--- src/rtl/demux_pkg.sv ---
`default_nettype none
// ============================================================================
// Module   : demux_pkg
// Brief    : Shared limits and channel-state type for the registered demux.
// Revision : 1.0 - initial release
// ============================================================================
package demux_pkg;

    localparam int N_MAX = 16;
    localparam int W_MAX = 32;

    // Storage is sized for the widest legal channel; narrower channels use the low bits.
    typedef struct packed {
        logic [W_MAX-1:0] data;
        logic             valid;
    } chan_state_t;

endpackage
`default_nettype wire

--- src/rtl/demux_chan.sv ---
`default_nettype none
// ============================================================================
// Module   : demux_chan
// Brief    : One-deep output holding register with valid/ready handshake.
// Revision : 1.0 - initial release
// ============================================================================
module demux_chan
    import demux_pkg::*;
#(
    parameter int W = 1
) (
    input  logic         clk,
    input  logic         rst,
    input  logic         load,
    input  logic [W-1:0] din,
    output logic [W-1:0] d,
    output logic         d_valid,
    input  logic         d_ready,
    output logic         free
);

    chan_state_t r_state;

    // A full channel is still free when its consumer drains it this cycle.
    assign free    = !r_state.valid || d_ready;
    assign d       = r_state.data[W-1:0];
    assign d_valid = r_state.valid;

    always_ff @(posedge clk) begin
        if (rst) begin
            r_state <= '0;
        end else if (load) begin
            r_state.data  <= W_MAX'(din);
            r_state.valid <= 1'b1;
        end else if (d_ready) begin
            r_state.valid <= 1'b0;
        end
    end

    if (W < W_MAX) begin : g_pad
        logic [W_MAX-W-1:0] w_unused_pad;
        assign w_unused_pad = r_state.data[W_MAX-1:W];
    end

endmodule
`default_nettype wire

--- src/rtl/demux1ton_reg.sv ---
`default_nettype none
// ============================================================================
// Module   : demux1ton_reg
// Brief    : Registered 1-to-N demux with per-channel buffering, broadcast
//            and a sticky out-of-range select error.
// Revision : 1.0 - initial release
// ============================================================================
module demux1ton_reg
    import demux_pkg::*;
#(
    parameter  int N  = 4,
    parameter  int W  = 1,
    localparam int SW = $clog2(N)
) (
    input  logic           clk,
    input  logic           rst,
    input  logic [W-1:0]   i,
    input  logic [SW-1:0]  s,
    input  logic           bc,
    input  logic           in_valid,
    output logic           in_ready,
    output logic [N*W-1:0] d,
    output logic [N-1:0]   d_valid,
    input  logic [N-1:0]   d_ready,
    output logic           err,
    input  logic           err_clr
);

    if (N < 2 || N > N_MAX) begin : g_bad_n
        $error("demux1ton_reg: N out of range");
    end
    if (W < 1 || W > W_MAX) begin : g_bad_w
        $error("demux1ton_reg: W out of range");
    end

    logic [N-1:0] w_sel;
    logic [N-1:0] w_free;
    logic [N-1:0] w_load;
    logic         w_in_range;
    logic         w_in_ready;
    logic         w_xfer;
    logic         w_err_set;
    logic         r_err;

    // One-hot decode; an all-zero result marks a select beyond the last channel.
    always_comb begin
        w_sel = '0;
        for (int k = 0; k < N; k++) begin
            w_sel[k] = (s == SW'(k));
        end
    end

    assign w_in_range = |w_sel;

    always_comb begin
        w_in_ready = 1'b0;
        if (rst) begin
            w_in_ready = 1'b0;
        end else if (bc) begin
            w_in_ready = &w_free;
        end else if (w_in_range) begin
            w_in_ready = |(w_sel & w_free);
        end else begin
            w_in_ready = 1'b1;
        end
    end

    assign in_ready  = w_in_ready;
    assign w_xfer    = in_valid && w_in_ready;
    assign w_load    = w_xfer ? (bc ? {N{1'b1}} : w_sel) : {N{1'b0}};
    assign w_err_set = w_xfer && !bc && !w_in_range;

    // A new error in the same cycle as a clear keeps the flag set.
    always_ff @(posedge clk) begin
        if (rst) begin
            r_err <= 1'b0;
        end else if (w_err_set) begin
            r_err <= 1'b1;
        end else if (err_clr) begin
            r_err <= 1'b0;
        end
    end

    assign err = r_err;

    for (genvar k = 0; k < N; k++) begin : g_chan
        demux_chan #(
            .W (W)
        ) u_chan (
            .clk     (clk),
            .rst     (rst),
            .load    (w_load[k]),
            .din     (i),
            .d       (d[k*W +: W]),
            .d_valid (d_valid[k]),
            .d_ready (d_ready[k]),
            .free    (w_free[k])
        );
    end

endmodule
`default_nettype wire
--- config.mk ---
export PLATFORM = sky130hd
export DESIGN_NAME = demux1ton_reg
export DESIGN_NICKNAME = d
export VERILOG_FILES = /design/src/rtl/demux_pkg.sv /design/src/rtl/demux_chan.sv /design/src/rtl/demux1ton_reg.sv
export SDC_FILE = /design/constraint.sdc
export NUM_CORES = 1
export LEC_CHECK = 0
export BUFFER_PORTS_ARGS = -buffer_cell sky130_fd_sc_hd__buf_2
export CAP_MARGIN = 15
export CORE_UTILIZATION = 30
export DETAILED_ROUTE_END_ITERATION = 6
export GPL_TIMING_DRIVEN = 0
export PLACE_DENSITY = 0.58
export SLEW_MARGIN = 20
export SYNTH_ARGS = -nofsm -noshare
export SYNTH_HDL_FRONTEND = slang
export SYNTH_SLANG_ARGS = --single-unit
--- constraint.sdc ---
create_clock -name clk -period 3.6 [get_ports clk]
set_clock_uncertainty 0.05 [all_clocks]
set_input_delay 0.36 -clock clk [delete_from_list [all_inputs] [get_ports clk]]
set_output_delay 0.36 -clock clk [all_outputs]
set_load 0.02 [all_outputs]
# Word-level counts from Yosys, hierarchy flattened
# Index checks and enable logic that the tools add are counted.
[op_classes]
addsub = 0
multipliers = 0
div_mod_pow = 0
order_cmp = 0
eq_ne = 3
n_shift = 0
muxes = 15
bitwise = 1
reduce_logical = 22
[ops]
columns = ["op", "n"]
rows = [
  ["two-way mux 1 bit", 13],
  ["nonzero test 2 bit", 5],
  ["two-way mux 4 bit", 2],
  ["OR reduction 4 bit", 2],
  ["logical NOT 1 bit", 6],
  ["AND 4 bit", 1],
  ["== test 2 bit, second input constant", 2],
  ["logical OR 1 bit", 4],
  ["AND reduction 4 bit", 1],
  ["logical AND 1 bit", 3],
  ["== test 2 x 1 -> 1 bit, second input constant", 1],
  ["logical NOT 2 bit", 1],
]
[totals]
reg_bits = 9
latch_bits = 0
ram_bits = 0
romBits = 0
in_bits = 12
output_inout_bits = 10
word_cells = 50
memories = 0

# Logic depth before layout (Yosys ltp)
[depth]
depth_word = 11
depth_mapped = 4
depth_no_buf = 4

# Hierarchy
# Synthesis repeated with hierarchy kept, for this count alone.
[unflattened]
cells_unflattened = 47
area_unflattened_um2 = 465.4
[modules_own_cells]
columns = ["mod", "instances", "cells_per_inst", "area_each_um2", "seq_area_each_um2"]
rows = [
  ["demux_chan", 4, 7, 80.1, 40.0],
  ["demux1ton_reg", 1, 19, 145.1, 20.0],
]

# Least setup slack after synthesis
# No wires, ideal clock.
[synth_timing]
kind = "register to output"
startpoint = "reg g_chan[0].u_chan.r_state (netlist bit g_chan[0].u_chan.d_valid)"
endpoint = "out in_ready"
arrival_time_ns = 1.490
required_ns = 3.190
path_slack_ns = 1.700
stages_incl_launch_ff = 4
n_path_buf = 0
cell_sequence = "dfxtp_1 -> nor2b_1 -> mux4_2 -> a211oi_1"
[synth_between]
elab_chain_len = 7
elab_cells_between_ends = 8
classes_between = "mux (3); bitwise (1); reduce/logical (4)"
[synth_lines]
columns = ["element", "line_no", "text"]
rows = [
  ["start, declared", "demux_chan.sv:22", "chan_state_t r_state;"],
  ["logical NOT 1 bit (*)", "demux_chan.sv:25", "assign free = !r_state.valid || d_ready;"],
  ["logical OR 1 bit (*)", "demux_chan.sv:25", ""],
  ["AND 4 bit", "demux1ton_reg.sv:62", "w_in_ready = |(w_sel & w_free);"],
  ["OR reduction 4 bit", "demux1ton_reg.sv:62", ""],
  ["two-way mux 1 bit", "demux1ton_reg.sv:61", "end else if (w_in_range) begin"],
  ["two-way mux 1 bit (*)", "demux1ton_reg.sv:59", "end else if (bc) begin"],
  ["two-way mux 1 bit (*)", "demux1ton_reg.sv:57", "if (rst) begin"],
  ["end, declared", "demux1ton_reg.sv:21", "output logic in_ready,"],
]
# Every way passes the cells marked *; elsewhere a longest branch is shown, timed or not.

# Worst setup path after layout
# Same ends and word-level chain as after synthesis.

==> results by stage <==
Run status:
- The run finished with clean final reports.

Logic synthesis:
- Among all flip-flop cells after synthesis, the most frequent one is sky130_fd_sc_hd__dfxtp_1.
- By count the netlist is led by sky130_fd_sc_hd__dfxtp_1, sky130_fd_sc_hd__buf_4, sky130_fd_sc_hd__nand2b_1.
- The post-synthesis async set-or-reset flop share is 0%.
- The number of warnings printed during yosys synthesis is 0.
- For this run, the register share of the synthesized area comes to 32.1%.
- By area the synthesized netlist is led by sky130_fd_sc_hd__dfxtp_1, sky130_fd_sc_hd__buf_4, sky130_fd_sc_hd__mux4_2.
- Among all cell types in the netlist, the one instantiated most often is sky130_fd_sc_hd__dfxtp_1.
- The synthesized design spends more area on one cell type than any other, namely sky130_fd_sc_hd__dfxtp_1.
- The gate count after technology mapping is 57.
- The synthesized design contains 0 enable-type register cells.
- In this run, synthesis produced a sequential element count of 9.
- The average cell area after synthesis is 9.86 um2.
- The number of distinct standard cells referenced by the synthesized netlist is 20.
- The area of the mapped netlist is 562 um2.
- The area fraction of the dominant cell type after synthesis is 32.1%.
- When the netlist entered floorplanning its net count stood at 69.

Routing:
- Before antenna repair, the detailed router went through 4 iterations.
- The via count normalized by instance count is 4.44.
- The routed metal-1 wire length is 486 um.
- The number of nets with antenna violations after detailed routing is 0.
- After detailed routing, the average wire length per cell comes to 10.1 um.
- For this block, the initial DRC count from the detailed router was 9.
- The final layout contains routed wiring with a total length of 1080 um.
- The routed via count is 475.
- After detailed routing, the met2 layer carries 513 um of wire.
- The remaining design rule violation count is 0.
- The routed design uses 84 um of met3 wire.
- The detailed router used layers up to and including met3.

Worst setup path:
- STA puts the critical path data required time at 3190 ps.
- The arrival time of data at the critical path endpoint is 1670 ps.
- The capturing point of the worst reg2reg path is g_chan[1].u_chan.d.
- The number of buffers and inverters on the critical path is 1.
- The slowest stage of the critical path is the sky130_fd_sc_hd__mux4_2 cell.
- The kind of start point of the critical path is a register.
- Along the worst path, the maximum fanout reaches 3.
- The startpoint of the worst-slack reg-to-reg timing path is g_chan[3].u_chan.d_valid.
- The gate family responsible for the most delay along the worst path is multiplexers.
- Setup slack on the worst reg-to-reg path comes out at 1830 ps.
- The critical path start-end classification is reg2out.
- STA classifies the critical path endpoint as an output port.
- Measured in cells, the most critical reg-to-reg path has a length of 4.
- Traced cell by cell, the critical path runs through nor2b_1 -> mux4_2 -> a211oi_1 -> buf_2.
- On the worst path, the slowest cell contributes a delay of 490 ps.

STA:
- The sum of negative setup slack is 0 ps.
- Timing would allow up to 481 MHz.
- The remaining max-slew budget at the tightest pin is 65.8%.
- For the pin with the worst max-slew slack, the measured transition is 507 ps.
- The final critical path takes up 57.7% of the cycle.
- Setup repair after global routing left no endpoint under its margin.
- The least setup slack across all paths after layout is 1520 ps.
- The setup violation total in the final timing report is 0.
- The worst slack on hold paths is 205 ps.
- The number of pins with negative max-slew slack in the final report is 0.
- The hold violation total from the final report came to 0.
- The clock period minus worst slack is 2080 ps.

Finish:
- Registers take 180 um2.
- The area occupied by multi-input gates is 305 um2.
- The post-layout instance count excluding filler cells is 107.
- The filler cell count in the final layout is 183.
- The utilization after layout is 41.5%.
- The area growth from synthesis to layout is 29.0%.
- The post-route netlist has 47.6% of its cells at a drive strength greater than 1.
- 0 antenna diodes ended up in the layout.
- The layout net count is 95.

Pwr:
- The leakage power total is 0.000338 uW.
- The power per cell area is 349 nW/um2.
- VDD sags by at most 0.000178 V.

Global routing:
- Across every metal layer, demand over resource in global routing totals 11.6%.
- The wire length of the first global-routing pass is 1700 um.
- The number of antenna violations at the first check in global routing is 0.
- The total overflow left after global routing is 0.
- The pin count of the biggest net entering global routing is 11.
- The number of global-route vias before repair is 436.

Min path:
- The type of the tightest min-delay check is in2reg.
- The worst min-delay path startpoint is err_clr.
- Counting instances, the worst hold path has a depth of 2.
- The worst hold path terminates at err.

Clock tree:
- The count of hold buffers inserted by post-cts repair is 0.
- The TritonCTS clock tree is done.
- The cell at the root of the clock tree is sky130_fd_sc_hd__clkbuf_4.
- The clock buffer count from CTS is 3.
- The later pin in the worst-skew pair is clocked with a latency of 260 ps.
- The maximum level of the CTS H-tree is 1.
- The post-CTS setup buffer count is 0.
- The number of gates resized after cts is 0.
- The number of clock sinks is 9.
- The clock passes through at most 2 buffers.
- After clock tree synthesis, the clock-pin slew on the worst setup and hold paths is 60 ps.

Placement:
- The weighted congestion reported at the end of routability-driven placement is 0.712.
- The half-perimeter wire length after detailed placement is 898 um.
- The placement-stage worst setup slack is 1680 ps.
- The number of placed instances with taps included is 103.
- The number of port buffers is 21.

Floorplanning:
- The count of standard-cell rows is 15.
- From bottom edge to top edge, the die measures 45.3 um.
- The core region is 1750 um2.
- The die covers 2050 um2.
- 22 I/O pins were placed.
- In this run the horizontal extent of the chip is 45.3 um.
- The effective utilization at floorplan is 32.2%.

Run:
- Across the run, the number of max-cap violations was 0.
==> worst max-delay path by stage <==
stage	from	endpoint	slack, ps	cells after the start
after floorplan	g_chan[0].u_chan.d_valid	in_ready	1700	3
after global placement	s[0]	in_ready	1680	4
after detailed placement	s[0]	in_ready	1680	4
after CTS	g_chan[1].u_chan.d_valid	in_ready	1510	4
after global routing	g_chan[1].u_chan.d_valid	in_ready	1440	4
final	g_chan[0].u_chan.d_valid	in_ready	1520	4
==> per-stage QoR <==
step	cell area, um2	power (uW)
finish	724	253
CTS	724	259
detailed placement	698	178
global route	724	268
floorplan	562	157
global placement	698	177
==> cells by family (layout without fill, tap and decap cells) <==
| group | after synthesis | after routing | share of synthesized area (%) |
|---|---|---|---|
| AND/OR/NAND/NOR | 16 | 16 | 20.3 |
| buffers and inverters | 12 | 37 | 13.6 |
| AO/OA/AOI/OAI | 14 | 14 | 18.9 |
| flip-flops | 9 | 9 | 32.1 |
| multiplexers | 6 | 6 | 15.1 |
==> state kept, by name, indices dropped and copies added (netlist names) <==
signal	flops
g_chan.u_chan.d_valid	4
err	1
g_chan.u_chan.d	4
==> power breakdown <==
part	total, uW	switching, uW	internal, uW
logic	65.2	32.6	32.6
clock network	78.1	35.3	42.7
registers	110	3.46	106
total	253	71.4	181
==> layer usage <==
metal / GRT usage (%) / vias up
met1: 14.0 / 206
met2: 19.1 / 19
li1: - / 250
met3: 5.60 / 0
met5: 0 / -
met4: 1.82 / 0
==> layout make-up <==
| class | instances | area share, % |
|---|---|---|
| plain buffers | 9 | 8.98 |
| clock buffers | 4 | 3.63 |
| inverters | 3 | 1.55 |
| multi-input cells | 36 | 42.1 |
| flip-flops and latches | 9 | 24.9 |
| well taps | 25 | 4.32 |
| repair buffers | 21 | 14.5 |
==> layout by cell type (no fill, tap or decap), types with 2 or more instances in the layout <==
cell type / instances
sky130_fd_sc_hd__a21oi_1: 4
sky130_fd_sc_hd__buf_2: 22
sky130_fd_sc_hd__buf_4: 8
sky130_fd_sc_hd__clkbuf_4: 3
sky130_fd_sc_hd__dfxtp_1: 9
sky130_fd_sc_hd__inv_1: 3
sky130_fd_sc_hd__mux2i_1: 4
sky130_fd_sc_hd__mux4_2: 2
sky130_fd_sc_hd__nand2_1: 2
sky130_fd_sc_hd__nand2b_1: 7
sky130_fd_sc_hd__nor2b_1: 2
sky130_fd_sc_hd__nor2b_4: 2
sky130_fd_sc_hd__o2111ai_1: 3
sky130_fd_sc_hd__o21ai_0: 2
sky130_fd_sc_hd__or2b_1: 2
Power figures use the tool's default switching activity.
